`config.mk`:
```
export PLATFORM = sky130hd
export DESIGN_NAME = id_ex_issue_buffer
export DESIGN_NICKNAME = d
export VERILOG_FILES = /design/src/rtl/id_ex_issue_buffer.sv
export SDC_FILE = /design/constraint.sdc
export NUM_CORES = 1
export LEC_CHECK = 0
export BUFFER_PORTS_ARGS = -buffer_cell sky130_fd_sc_hd__clkbuf_2
export CORE_AREA = 2 2 405 407
export CTS_BUF_LIST = sky130_fd_sc_hd__clkbuf_4
export CTS_CLUSTER_SIZE = 14
export DETAILED_ROUTE_END_ITERATION = 10
export DIE_AREA = 0 0 407 409
export SLEW_MARGIN = 30
export SYNTH_ARGS = -nofsm -noshare
export SYNTH_HDL_FRONTEND = slang
export SYNTH_SLANG_ARGS = --single-unit
```
`constraint.sdc`:
```
create_clock -name clock -period 43.9 [get_ports clock]
set_clock_uncertainty 0.15 [all_clocks]
set_input_delay 4.39 -clock clock [delete_from_list [all_inputs] [get_ports clock]]
set_output_delay 4.39 -clock clock [all_outputs]
set_load 0.02 [all_outputs]
```
`src/rtl/id_ex_issue_buffer.sv`:
```
// id_ex_issue_buffer: two independent 2-deep decode-to-execute skid FIFOs with flush.
// Optional per-lane stall counters are built only when ISSUE_BUF_STATS_EN is defined.
module id_ex_issue_buffer (
  input  logic        clock,
  input  logic        reset,
  input  logic        id_valid_1,
  input  logic [63:0] id_NPC_1,
  input  logic [31:0] id_IR_1,
  input  logic [4:0]  id_dest_reg_1,
  input  logic [63:0] id_rega_1,
  input  logic [63:0] id_regb_1,
  input  logic [1:0]  id_opa_select_1,
  input  logic [1:0]  id_opb_select_1,
  input  logic [4:0]  id_alu_func_1,
  input  logic        id_cond_branch,
  input  logic        id_uncond_branch,
  input  logic        id_valid_2,
  input  logic [63:0] id_NPC_2,
  input  logic [31:0] id_IR_2,
  input  logic [4:0]  id_dest_reg_2,
  input  logic [63:0] id_rega_2,
  input  logic [63:0] id_regb_2,
  input  logic [1:0]  id_opa_select_2,
  input  logic [1:0]  id_opb_select_2,
  input  logic [4:0]  id_alu_func_2,
  input  logic        stall_bus_1,
  input  logic        stall_bus_2,
  input  logic        ex_branch_taken,
  output logic        id_ready_1,
  output logic        id_ready_2,
  output logic        id_ex_valid_1,
  output logic [63:0] id_ex_NPC_1,
  output logic [31:0] id_ex_IR_1,
  output logic [4:0]  id_ex_dest_reg_1,
  output logic [63:0] id_ex_rega_1,
  output logic [63:0] id_ex_regb_1,
  output logic [1:0]  id_ex_opa_select_1,
  output logic [1:0]  id_ex_opb_select_1,
  output logic [4:0]  id_ex_alu_func_1,
  output logic        id_ex_cond_branch,
  output logic        id_ex_uncond_branch,
  output logic        id_ex_valid_2,
  output logic [63:0] id_ex_NPC_2,
  output logic [31:0] id_ex_IR_2,
  output logic [4:0]  id_ex_dest_reg_2,
  output logic [63:0] id_ex_rega_2,
  output logic [63:0] id_ex_regb_2,
  output logic [1:0]  id_ex_opa_select_2,
  output logic [1:0]  id_ex_opb_select_2,
  output logic [4:0]  id_ex_alu_func_2,
  output logic [31:0] stall_cycles_1,
  output logic [31:0] stall_cycles_2
);
  typedef struct packed {
    logic [63:0] npc;
    logic [31:0] ir;
    logic [4:0]  dest;
    logic [63:0] rega;
    logic [63:0] regb;
    logic [1:0]  opa;
    logic [1:0]  opb;
    logic [4:0]  alu;
  } entry_t;
  localparam entry_t NOP = '{npc: '0, ir: 32'h47ff041f, dest: 5'd31, rega: '0, regb: '0,
                             opa: '0, opb: '0, alu: '0};
  entry_t in_e [2];
  entry_t out_e [2];
  logic [31:0] stat [2];
  logic [1:0] valid_in, stall, push, pop, ready, valid_out, br;
  logic flush;
  assign flush = ex_branch_taken;
  assign valid_in = {id_valid_2, id_valid_1};
  assign stall = {stall_bus_2, stall_bus_1};
  assign in_e[0] = '{id_NPC_1, id_IR_1, id_dest_reg_1, id_rega_1, id_regb_1,
                     id_opa_select_1, id_opb_select_1, id_alu_func_1};
  assign in_e[1] = '{id_NPC_2, id_IR_2, id_dest_reg_2, id_rega_2, id_regb_2,
                     id_opa_select_2, id_opb_select_2, id_alu_func_2};
  for (genvar g = 0; g < 2; g++) begin : g_lane
    entry_t head, skid;
    logic [1:0] cnt;
    assign ready[g] = cnt != 2'd2;
    assign valid_out[g] = cnt != 2'd0;
    assign push[g] = valid_in[g] & ready[g] & !flush;
    assign pop[g] = valid_out[g] & !stall[g] & !flush;
    assign out_e[g] = valid_out[g] ? head : NOP;
    always_ff @(posedge clock or negedge reset)
      if (!reset) cnt <= '0;
      else cnt <= flush ? 2'd0 : cnt + {1'b0, push[g]} - {1'b0, pop[g]};
    // Payload needs no reset: occupancy alone decides what is visible.
    always_ff @(posedge clock) begin
      if (pop[g]) head <= cnt == 2'd2 ? skid : in_e[g];
      else if (push[g] && cnt == 2'd0) head <= in_e[g];
      if (push[g] && !pop[g] && cnt == 2'd1) skid <= in_e[g];
    end
    if (g == 0) begin : g_br
      logic [1:0] br_in, br_skid;
      assign br_in = {id_cond_branch, id_uncond_branch};
      always_ff @(posedge clock) begin
        if (pop[0]) br <= cnt == 2'd2 ? br_skid : br_in;
        else if (push[0] && cnt == 2'd0) br <= br_in;
        if (push[0] && !pop[0] && cnt == 2'd1) br_skid <= br_in;
      end
    end
`ifdef ISSUE_BUF_STATS_EN
    logic [31:0] sc;
    always_ff @(posedge clock or negedge reset)
      if (!reset) sc <= '0;
      else if (valid_out[g] && stall[g] && sc != '1) sc <= sc + 32'd1;
    assign stat[g] = sc;
`else
    assign stat[g] = '0;
`endif
  end
  assign id_ready_1 = ready[0];
  assign id_ready_2 = ready[1];
  assign id_ex_valid_1 = valid_out[0];
  assign id_ex_valid_2 = valid_out[1];
  assign id_ex_cond_branch = valid_out[0] & br[1];
  assign id_ex_uncond_branch = valid_out[0] & br[0];
  assign id_ex_NPC_1 = out_e[0].npc;
  assign id_ex_IR_1 = out_e[0].ir;
  assign id_ex_dest_reg_1 = out_e[0].dest;
  assign id_ex_rega_1 = out_e[0].rega;
  assign id_ex_regb_1 = out_e[0].regb;
  assign id_ex_opa_select_1 = out_e[0].opa;
  assign id_ex_opb_select_1 = out_e[0].opb;
  assign id_ex_alu_func_1 = out_e[0].alu;
  assign id_ex_NPC_2 = out_e[1].npc;
  assign id_ex_IR_2 = out_e[1].ir;
  assign id_ex_dest_reg_2 = out_e[1].dest;
  assign id_ex_rega_2 = out_e[1].rega;
  assign id_ex_regb_2 = out_e[1].regb;
  assign id_ex_opa_select_2 = out_e[1].opa;
  assign id_ex_opb_select_2 = out_e[1].opb;
  assign id_ex_alu_func_2 = out_e[1].alu;
  assign stall_cycles_1 = stat[0];
  assign stall_cycles_2 = stat[1];
endmodule

```
[Word-level counts from Yosys, hierarchy flattened]
Index checks and enable logic that the tools add are counted.
Word-level totals
  memories: 0
  bits in latches: 0
  word-level logic and storage cells: 86
  RAM bits: 0
  input bits: 485
  output and inout bits: 546
  register bits: 960
  memory bits (read-only): 0
Operators by class
  multiply operators: 0
  add/subtract/negate cells: 4
  shifts and indexed selects: 0
  bitwise logic cells: 10
  reduce and logical (&&, ||, !) cells: 17
  equality and inequality tests: 6
  mux-type cells: 13
  $lt $le $gt $ge: 0
  divide/modulo/power cells: 0
Operators by type and width (number)
  two-way mux 238 bit: 8
  AND 1 bit: 10
  two-way mux 2 bit: 5
  nonzero test 2 bit: 4
  logical AND 1 bit: 6
  logical NOT 1 bit: 5
  adder 2 x 1 -> 2 bit: 2
  == test 2 x 1 -> 1 bit (second input constant): 2
  == test 2 bit (second input constant): 2
  logical NOT 2 bit: 2
  != test 2 bit (second input constant): 2
  subtractor 2 x 1 -> 2 bit: 2

[Longest topological paths before layout]
Gate-level depths: netlist (run 1).
  word-level depth: 6
  gate-level depth with buffers: 7
  depth with buffers taken out: 5

[Least setup slack after synthesis (run 1)]
OpenSTA, ideal clock, no wires.
  path kind: input -> register
  start: in ex_branch_taken
  end: reg br[0] (enable)
  stages on the path: 2
  buffers on the path: 1
  setup time: 1195 ps
  arrival: 22054 ps
  path slack: 20501 ps
  required time: 42555 ps
  cells stage by stage: clkbuf_1 a211oi_1
On the way
  word-level cells in the longest chain between the ends: 4
  elaborated cells between the ends (all ways): 5
  classes of those cells: 2 x bitwise; 3 x reduce/logical
RTL lines
  start, declared: RTL line 28  | input logic ex_branch_taken,
  logical NOT 1 bit (*): RTL line 83, 84
  AND 1 bit: RTL line 83  | assign push[g] = valid_in[g] & ready[g] & !flush;
  logical AND 1 bit: RTL line 100  | else if (push[0] && cnt == 2'd0) br <= br_in;
  nonzero test 2 bit (no source line) (*)
  end signal, assigned: RTL line 99  | if (pop[0]) br <= cnt == 2'd2 ? br_skid : br_in;
  end signal, assigned: RTL line 100
  end, declared: RTL line 69  | logic [1:0] valid_in, stall, push, pop, ready, valid_out, br;
Mark *: on every way between the ends. The rest lies on a longest branch, timed or not.
A chain may end at the register's enable or synchronous reset.

[Worst setup path in the final report (run 1)]
  start: reg g_lane[1].cnt[0]
  end: out id_ex_regb_2[55]
On the way
  word-level cells in the longest chain between the ends: 2
RTL lines
  start, declared: RTL line 80  | logic [1:0] cnt;
  start signal, assigned: RTL line 88  | else cnt <= flush ? 2'd0 : cnt + {1'b0, push[g]} - {1'b0, pop[g]};
  nonzero test 2 bit: RTL line 82  | assign valid_out[g] = cnt != 2'd0;
  two-way mux 238 bit: RTL line 85  | assign out_e[g] = valid_out[g] ? head : NOP;
  end, declared: RTL line 47  | output logic [63:0] id_ex_regb_2,
No other way between the ends.

==> out/metrics.cfg, run 1 <==
[floorplan]
die-area_mm2 = 0.1665
core.rowCount = 148
initial_core_util = 0.2373
die_w_um = 407
core_mm2 = 0.1620
pin_count = 1031
fp.dieH_um = 409

[clocking]
htreeDepth = 5
cts_sinks = 960
cts_setup_buffers = 0
cts_tree = yes
clk_latency_ps = 1270
cts_hold_buf = 0
cts_root_buffer = clkbuf_4
clkTransAtPathRegs_ps = 70
clock_path_buffers = 4
cts.repair.resized = 0
cts_buffers = 288

[power]
p_sw_frac = 0.2491
vdd.ir_drop.worst_mv = 0.03753
power.switching_uw = 512.1
p_seq_frac = 0.516
power_density_mw_per_mm2 = 41.98
p_int_mw = 1.543
clockPowerShare = 0.397
p_leak_nw = 18.54
p_comb_frac = 0.086

[timing]
min_period_ps = 8879
tightest_slew_ps = 1089
finalHoldViolations = 0
period_share = 0.2022
worst_hold_slack_ps = 311.9
relSlewSlack = 0.2743
fmax_mhz = 112.6
setup_viol = 0
worst_slack_ps = 35020
fin_tns_setup_ps = 0
slew_viol_final = 0
rsz0062_at_grt = false

[final_layout]
final_cells = 5672
syn_to_final_growth_pct = 27.31
drive_gt1_frac = 0.5499
nets = 3783
fin_util = 0.3021

[logic_synthesis]
synthFlopType = edfxtp_1
avgSynthCellArea_um2 = 18.12
netlist_area_mm2 = 0.03845
yosysWarnings = 0
ys_seq_area_frac = 0.7491
async_flop_share = 0.004167
yosysUniqueCellTypes = 19
synthCells = 2122
synth_edf_count = 956
ys_ff_latch = 960

[hold_path]
min_to = g_lane[0].head[179]$_DFFE_PP_
hold_path_startpoint = g_lane[0].skid[179]$_DFFE_PP_
hold_path_class = flip-flop to flip-flop
hold_depth = 1

[critical_path]
crit_arrival_ps = 4340
crit_path_start = g_lane[1].cnt[0]$_DFF_PN0_
r2r_start = g_lane[1].cnt[0]$_DFF_PN0_
r2r_slack_ps = 39500
worstSetupPathType = flip-flop to output port
critical_path.max_stage_delay_ps = 730
crit_chain = or2_4 -> buf_4 -> buf_4 -> and2_1 -> clkbuf_2
end_kind = output port
r2r-end = g_lane[1].head[62]$_DFFE_PP_
slowest_stage = buf_4
cp-start-kind = flip-flop
required_ps = 39360
r2r_cells = 5
crit_top_cell = buf_4
critPathMaxFanout = 90

[global_route]
grt_start_max_net_pins = 181
grt_pass1_wl_um = 161600
grt-ovfl-total = 0
grt_pass1_vias = 23390
grt_antenna_before_repair = 65
grt_usage = 0.1356

[outcome]
status = complete, no violations

[route]
wirelength_um = 117500
postRouteAntennaNets = 0
vias = 22990
vias_per_cell = 4.052
dr.pass1.iters = 5
drt_iter0_markers = 1413
drc = 0
wl_per_cell_um = 20.72

[placed_design]
place_inst = 5179
io_buffers = 966
hpwl_um = 82710
place_ws_ps = 35270
place.gp.congestion = 0.8023

[flow_run]
maxCapViolCount = 0

## power groups by stage
stage	sequential (mW)	combinational, mW	clock, mW
floorplan	1.10	0.103	0
global placement	1.08	0.178	0
detailed placement	1.08	0.180	0
CTS	1.06	0.181	0.856
global route	1.06	0.192	0.901
finish	1.06	0.177	0.817
## placed cells by master (no fill, tap or decap)
cell	n
dfrtp_1	4
nor4b_4	2
clkinv_2	8
nor3_2	2
buf_4	16
buf_16	2
clkbuf_4	416
clkinv_1	38
clkbuf_2	966
inv_2	7
and2_1	432
o21ai_0	4
mux2_2	480
a211oi_4	2
nor2_1	2
or2_4	2
nand2b_1	52
ha_1	2
nor3_1	2
edfxtp_1	956
diode_2	22
buf_6	4
buf_12	4
conb_1	64
nor2b_1	6
nand2_1	2
## cells in the mapped netlist (2+ instances only)
library cell	n	area [um2]
and2_1	432	2703
nand2b_1	52	325.3
ha_1	2	25.02
edfxtp_1	956	28710
clkbuf_1	54	202.7
nor2_1	2	7.510
nor3_1	4	20.02
dfrtp_1	4	100.1
nand2_1	2	7.510
mux2_2	480	5405
buf_4	95	713.2
nor2b_1	6	37.54
buf_2	22	110.1
a211oi_1	2	15.01
o21ai_0	4	20.02
or2_2	2	12.51
## through the flow
step	cell area, um2	power (mW)
2_1_floorplan	38690	1.198
3_3_place_gp	45500	1.259
3_5_place_dp	45510	1.261
4_1_cts	48840	2.098
5_1_grt	48940	2.157
6_report	48960	2.055
## worst max path at each step
stage / to / slack, ps
floorplan: br[0]$_DFFE_PP_ / 20500
global placement: g_lane[0].skid[150]$_DFFE_PP_ / 35320
detailed placement: g_lane[0].skid[150]$_DFFE_PP_ / 35270
CTS: id_ex_regb_2[53] / 34760
global route: id_ex_regb_2[55] / 34560
finish: id_ex_regb_2[55] / 35020
## per-layer routing
metal | up-vias | track usage | share of wire
met4 | 12 | 0.05996 | 0.033
met3 | 285 | 0.05782 | 0.10
met1 | 11250 | 0.1573 | 0.39
met2 | 1144 | 0.2167 | 0.47
li1 | 10300 | - | -
met5 | - | 0 | 0.00068
## registers in the layout, summed over array words and instances, names as in the netlist
register,flops
g_lane.cnt,4
g_lane.g_br.br_skid,2
br,2
g_lane.skid,476
g_lane.head,476
## worst max-delay path, delay by kind of cell (launching register included)
family	cells	cell delay (ps)
buffers and inverters	3	1560
AND/OR/NAND/NOR	2	910
flip-flops	1	470
## area by class of cell
| type | count | area [um2] |
|---|---|---|
| clock inverter | 53 | 209.0 |
| tap | 2175 | 2721 |
| timing repair buffer | 992 | 5135 |
| sequential | 960 | 28810 |
| antenna | 22 | 55.05 |
| multi-input combinational | 1054 | 8906 |
| fill | 16350 | 113100 |
| clock buffer | 416 | 3123 |
## kinds of logic after synthesis
family                     Yosys count  synth area share
adders and majority gates            2         0.0006506
other                                1        0.00009752
buffers and inverters              171           0.02668
AOI/OAI and AO/OA                    6         0.0009109
muxes                              480            0.1406
and+or+nand+nor                    502           0.08196
DFF                                960            0.7491
(Power assumes the default switching activity.)
==> inputs of run 2 (changes only) <==
==> constraint.sdc (replaced) <==
create_clock -name clock -period 9.3 [get_ports clock]
set_clock_uncertainty 0.15 [all_clocks]
set_input_delay 0.93 -clock clock [delete_from_list [all_inputs] [get_ports clock]]
set_output_delay 0.93 -clock clock [all_outputs]
set_load 0.02 [all_outputs]
==> run 2 against run 1 <==
First-iteration DRC count down 8.7%. Clock-buffer cell count decreased by 19. Final area is 9.8% higher. Sequential power increased to 4.7 times the previous value. Wire length is 5.9% lower. Critical endpoint is now id_ex_rega_2[37]. Total power rose to 4.8 times the previous value. Highest routed layer unchanged. Sequential share of layout area down 5.3 points.
==> out/metrics.cfg, run 2 (synthesis gave the netlist of run 1 again) <==
[clocking]
cts_buffers = 285  ; was 288
cts_setup_buffers = 0  ; unchanged
clkTransAtPathRegs_ps = 60  ; was 70 ps
cts_root_buffer = clkbuf_4  ; unchanged
cts.repair.resized = 0  ; unchanged
clock_path_buffers = 4  ; unchanged
cts_tree = yes  ; unchanged
htreeDepth = 5  ; unchanged
clk_latency_ps = 1220  ; was 1270 ps
cts_sinks = 960  ; unchanged

[critical_path]
crit_chain = or2_4 -> buf_4 -> buf_6 -> and2_1 -> clkbuf_2  ; was or2_4 -> buf_4 -> buf_4 -> and2_1 -> clkbuf_2
critPathMaxFanout = 129  ; was 90
required_ps = 8220  ; was 39360 ps
crit_family = buffers and inverters  ; unchanged
worstSetupPathType = flip-flop to output port  ; unchanged
crit_arrival_ps = 4050  ; was 4340 ps
cp-start-kind = flip-flop  ; unchanged
critical_path.max_stage_delay_ps = 690  ; was 730 ps
end_kind = output port  ; unchanged
crit_buf_inv = 3  ; unchanged
slowest_stage = buf_6  ; was buf_4

[final_layout]
final_area_mm2 = 0.05377  ; was 0.04896 mm2
final_cell_mix = 966 x clkbuf_2, 956 x edfxtp_1, 491 x dlygate4sd3_1  ; was 966 x clkbuf_2, 956 x edfxtp_1, 480 x mux2_2
syn_to_final_growth_pct = 39.83  ; was 27.31%
final_common_cell = clkbuf_2  ; unchanged
reg_top3 = g_lane.head: 476 flops, g_lane.skid: 476 flops, g_lane.cnt: 4 flops  ; unchanged
nets = 4266  ; was 3783
drive_gt1_frac = 0.4798  ; was 0.5499

[timing]
worst_hold_slack_ps = 265.2  ; was 311.9 ps
fin_tns_setup_ps = 0  ; unchanged
fmax_mhz = 195.0
relSlewSlack = 0.3111  ; was 0.2743
min_period_ps = 5129
setup_viol = 0  ; unchanged
tightest_slew_ps = 1033  ; was 1089 ps
period_share = 0.5515
finalHoldViolations = 0  ; unchanged
slew_viol_final = 0  ; unchanged
worst_slack_ps = 4171  ; was 35020 ps
rsz0062_at_grt = false  ; unchanged

[flow_run]
maxCapViolCount = 0  ; unchanged

[global_route]
grt_antenna_before_repair = 21  ; was 65
grt_pass1_vias = 26250  ; was 23390
grt_usage = 0.1278  ; was 0.1356
grt-ovfl-total = 0  ; unchanged
grt_pass1_wl_um = 160100  ; was 161600 um
grt_start_max_net_pins = 156  ; was 181

[power]
power.switching_mw = 2.434  ; was 512.1 uW
clockPowerShare = 0.387  ; was 0.397
p_sw_frac = 0.2479  ; was 0.2491
p_int_mw = 7.385  ; was 1.543 mW
p_leak_nw = 20.49  ; was 18.54 nW
vdd.ir_drop.worst_mv = 0.1201  ; was 0.03753 mV
p_comb_frac = 0.104  ; was 0.086
power_density_mw_per_mm2 = 182.6  ; was 41.98 mW/mm2
p_seq_frac = 0.508  ; was 0.516

[placed_design]
io_buffers = 966  ; unchanged
hpwl_um = 72070  ; was 82710 um
place.gp.congestion = 0.8111  ; was 0.8023
dpl-instance-area_mm2 = 0.04560  ; was 0.04551 mm2
place_ws_ps = 5183  ; was 35270 ps

[floorplan]
pin_count = 1031  ; unchanged
die_w_um = 407  ; unchanged
core_mm2 = 0.1620  ; unchanged
initial_core_util = 0.2373  ; unchanged
fp.dieH_um = 409  ; unchanged
die-area_mm2 = 0.1665  ; unchanged
core.rowCount = 148  ; unchanged

[route]
wl_per_cell_um = 18.04  ; was 20.72 um
drt_iter0_markers = 1290  ; was 1413
wirelength_um = 110500  ; was 117500 um
vias = 24730  ; was 22990
vias_per_cell = 4.038  ; was 4.052
drc = 0  ; unchanged
dr.pass1.iters = 4  ; was 5
postRouteAntennaNets = 0  ; unchanged

[hold_path]
hold_path_class = input port to flip-flop  ; was flip-flop to flip-flop

[outcome]
status = complete, no violations  ; unchanged

run 2: changes by cell type in the layout (fill, tap and decap cells not counted), sizes merged:
| cell | before | now |
|---|---|---|
| bufinv | 0 | 2 |
| dlygate4sd3 | 0 | 491 |
| clkbuf | 1382 | 1363 |
| buf | 26 | 21 |
| clkinvlp | 0 | 1 |
| diode | 22 | 18 |
| clkinv | 46 | 34 |
run 2: cell type report:
type                    instances  area, um2
fillers                     15860     108300
flip-flops and latches        960      28810
repair buffers               1478      10060
multi-input cells            1054       8919
clock buffers                 397       2980
well taps                    2175       2721
clock inverters                44      231.5
diodes                         18      45.04
run 2: worst paths after layout:
| check | from | endpoint | slack (ps) | cells after the start |
|---|---|---|---|---|
| worst max register to register | g_lane[1].cnt[0]$_DFF_PN0_ | g_lane[1].head[106]$_DFFE_PP_ | 5960 | 4 |
| max in group asynchronous | reset | g_lane[1].cnt[1]$_DFF_PN0_ | 8200 | 3 |
| worst max-delay path | g_lane[1].cnt[0]$_DFF_PN0_ | id_ex_rega_2[37] | 4170 | 5 |
| worst min register to register | g_lane[1].skid[94]$_DFFE_PP_ | g_lane[1].head[94]$_DFFE_PP_ | 330 | 1 |
| worst min-delay path | id_valid_1 | g_lane[0].cnt[0]$_DFF_PN0_ | 270 | 5 |
| min in group asynchronous | reset | g_lane[1].cnt[0]$_DFF_PN0_ | 600 | 3 |
run 2: worst register-to-register path, stage by stage (launching register included):
cell      delay (ps)
dfrtp_1          460
or2_4            410
a211oi_4         540
buf_12           400
buf_12           710
run 2: stage by stage:
step	total power, mW	util	instances
final	9.819	0.3318	6126
after global routing	10.28	0.3318	6120
after CTS	9.990	0.3316	6108
after detailed placement	5.929	0.2814	5176
after global placement	5.918	0.2813	5174
after floorplan	5.582	-	2185
run 2: timing repair:
item                                   CTS  global route
setup endpoints to repair                0             0
endpoints found under the hold margin  983             0
hold buffers                           491             0
run 2: per-layer routing:
metal / share of wire / vias to the layer above / track usage
li1: - / 11220 / -
met4: 0.042 / 6 / 0.06833
met3: 0.084 / 291 / 0.04366
met5: 0.00032 / - / 0
met2: 0.47 / 1141 / 0.2066
met1: 0.40 / 12080 / 0.1487
run 2: power by group through the flow:
stage               Combinational, mW  Clock [mW]  Sequential, mW
floorplan                       0.489           0            5.09
global placement                0.837           0            5.08
detailed placement              0.847           0            5.08
CTS                              1.04        3.96            4.99
global route                     1.10        4.18            5.00
finish                           1.03        3.80            4.99
==> inputs of run 3 (changes only) <==
==> constraint.sdc (replaced) <==
create_clock -name clock -period 4.5 [get_ports clock]
set_clock_uncertainty 0.15 [all_clocks]
set_input_delay 0.45 -clock clock [delete_from_list [all_inputs] [get_ports clock]]
set_output_delay 0.45 -clock clock [all_outputs]
set_load 0.02 [all_outputs]
==> run 3 against run 2 <==
Sequential cell count did not move. Highest routed layer unchanged. Setup slack got worse by 3700 ps. Cell count rose by 9.0%. Largest power group unchanged. Worst hold slack got worse by 19 ps. Wire length rose by 17%. Final area rose by 10%.
==> out/metrics.cfg, run 3 (synthesis gave the netlist of run 1 again) <==
[clocking]
clock_path_buffers = 4  ; unchanged
clkTransAtPathRegs_ps = 60  ; about the same
cts.repair.resized = 0  ; unchanged
cts_buffers = 289  ; was 285
cts_tree = yes  ; unchanged
cts_root_buffer = clkbuf_4  ; unchanged
htreeDepth = 5  ; unchanged
clk_latency_ps = 1250  ; was 1220 ps
cts_sinks = 960  ; unchanged

[global_route]
grt_start_max_net_pins = 147  ; was 156
grt_pass1_wl_um = 184300  ; was 160100 um
grt_usage = 0.1513  ; was 0.1278
grt_pass1_vias = 28600  ; was 26250
grt_antenna_before_repair = 61  ; was 21
grt-ovfl-total = 0  ; unchanged

[route]
routed.top_layer = met5  ; unchanged
dr_wl_met3_um = 12600  ; was 9251 um
wl_per_cell_um = 19.39  ; was 18.04 um
postRouteAntennaNets = 0  ; unchanged
vias = 26870  ; was 24730
wirelength_um = 129600  ; was 110500 um
met2WireLength_um = 65050  ; was 52100 um
drt_iter0_markers = 1408  ; was 1290
drt-met1-wl_um = 46930  ; was 44450 um
dr.pass1.iters = 5  ; was 4
drc = 0  ; unchanged
vias_per_cell = 4.023  ; was 4.038

[timing]
relSlewSlack = 0.4678  ; was 0.3111
slew_viol_final = 0  ; unchanged
worst_hold_slack_ps = 245.7  ; was 265.2 ps
fmax_mhz = 247.9
setup_viol = 0  ; unchanged
rsz0062_at_grt = false  ; unchanged
period_share = 0.8963
fin_tns_setup_ps = 0  ; unchanged
min_period_ps = 4033
finalHoldViolations = 0  ; unchanged
tightest_slew_ps = 798.3  ; was 1033 ps

[floorplan]
die_w_um = 407  ; unchanged
core.rowCount = 148  ; unchanged
die-area_mm2 = 0.1665  ; unchanged
pin_count = 1031  ; unchanged
fp.dieH_um = 409  ; unchanged
initial_core_util = 0.2373  ; unchanged
core_mm2 = 0.1620  ; unchanged

[outcome]
status = complete, no violations  ; unchanged

[critical_path]
crit_arrival_ps = 3430  ; was 4050 ps
worstSetupPathType = flip-flop to output port  ; unchanged
end_kind = output port  ; unchanged
critPathMaxFanout = 146  ; was 129
required_ps = 3900  ; was 8220 ps
cp-start-kind = flip-flop  ; unchanged

[flow_run]
maxCapViolCount = 0  ; unchanged

[placed_design]
io_buffers = 966  ; unchanged
dpl-instance-area_mm2 = 0.04582  ; was 0.04560 mm2
place.gp.congestion = 0.7863  ; was 0.8111
hpwl_um = 86120  ; was 72070 um

[power]
total_power_mw = 21.17  ; was 9.819 mW
p_leak_nw = 22.76  ; was 20.49 nW
vdd.ir_drop.worst_mv = 0.3434  ; was 0.1201 mV
power_density_mw_per_mm2 = 358.0  ; was 182.6 mW/mm2

[final_layout]
nFillCells = 15390  ; was 15860
final_area_mm2 = 0.05913  ; was 0.05377 mm2
syn_to_final_growth_pct = 53.75  ; was 39.83%
nets = 4767  ; was 4266
final_cell_mix = 972 x dlygate4sd3_1, 966 x clkbuf_2, 956 x edfxtp_1  ; was 966 x clkbuf_2, 956 x edfxtp_1, 491 x dlygate4sd3_1
drive_gt1_frac = 0.4332  ; was 0.4798
reg_top3 = g_lane.head: 476 flops, g_lane.skid: 476 flops, g_lane.cnt: 4 flops  ; unchanged
final_common_cell = dlygate4sd3_1  ; was clkbuf_2

[hold_path]
hold_path_class = input port to flip-flop  ; unchanged

-- run 3: changes by cell type in the layout (fill, tap and decap cells not counted), moves of 3 or more --
cell,before,now
clkbuf_4,397,421
clkinv_2,4,7
buf_12,12,19
dlygate4sd3_1,491,972
diode_2,18,43
buf_4,7,18
clkinv_1,29,36
-- run 3: metrics by stage --
stage               utilization  std cells  worst slack (ps)
floorplan                     -       2185             -3138
global placement         0.2828       5192              1618
detailed placement       0.2828       5192              1591
CTS                      0.3642       6637             203.2
global route             0.3648       6674             105.8
finish                   0.3649       6680             466.6
-- run 3: final timing paths --
path / startpoint / cells after the start / end / slack, ps
max: g_lane[0].cnt[1]$_DFF_PN0_ / 4 / id_ex_regb_1[18] / 470
min: id_NPC_2[1] / 3 / g_lane[1].head[175]$_DFFE_PP_ / 250
max reg2reg: g_lane[1].cnt[0]$_DFF_PN0_ / 5 / g_lane[1].head[179]$_DFFE_PP_ / 1360
min reg2reg: g_lane[1].skid[34]$_DFFE_PP_ / 1 / g_lane[1].head[34]$_DFFE_PP_ / 340
max in group asynchronous: reset / 4 / g_lane[0].cnt[0]$_DFF_PN0_ / 3360
min in group asynchronous: reset / 4 / g_lane[0].cnt[1]$_DFF_PN0_ / 590
-- run 3: power by group --
group	switching [mW]	leakage, nW	internal (mW)	total [mW]
clock network	3.85	2.10	4.48	8.32
logic	1.31	11.8	1.19	2.51
registers	0.106	8.86	10.2	10.3
-- run 3: cell type report --
class	count	area [um2]	share of cell area
sequential	960	28810	0.4873
timing repair buffer	1975	15080	0.2550
multi-input combinational	1054	8939	0.1512
clock buffer	421	3161	0.05345
tap	2175	2721	0.04603
clock inverter	52	309.0	0.005227
antenna	43	107.6	0.001820
-- run 3: worst max-delay path, stage by stage, from the launching register on --
cell	delay (ps)
dfrtp_1	480
or2_4	580
buf_12	390
and2_1	250
clkbuf_2	210
-- run 3: timing repair --
item                       CTS  global route
setup buffers                0             0
hold buffers               972             0
hold endpoints to repair  1920             0
-- run 3: layer usage --
metal  GRT usage  vias to the layer above
met1      0.1580                    13100
li1            -                    12300
met4     0.07746                        4
met2      0.2574                     1160
met5           0                        -
met3     0.06510                      312
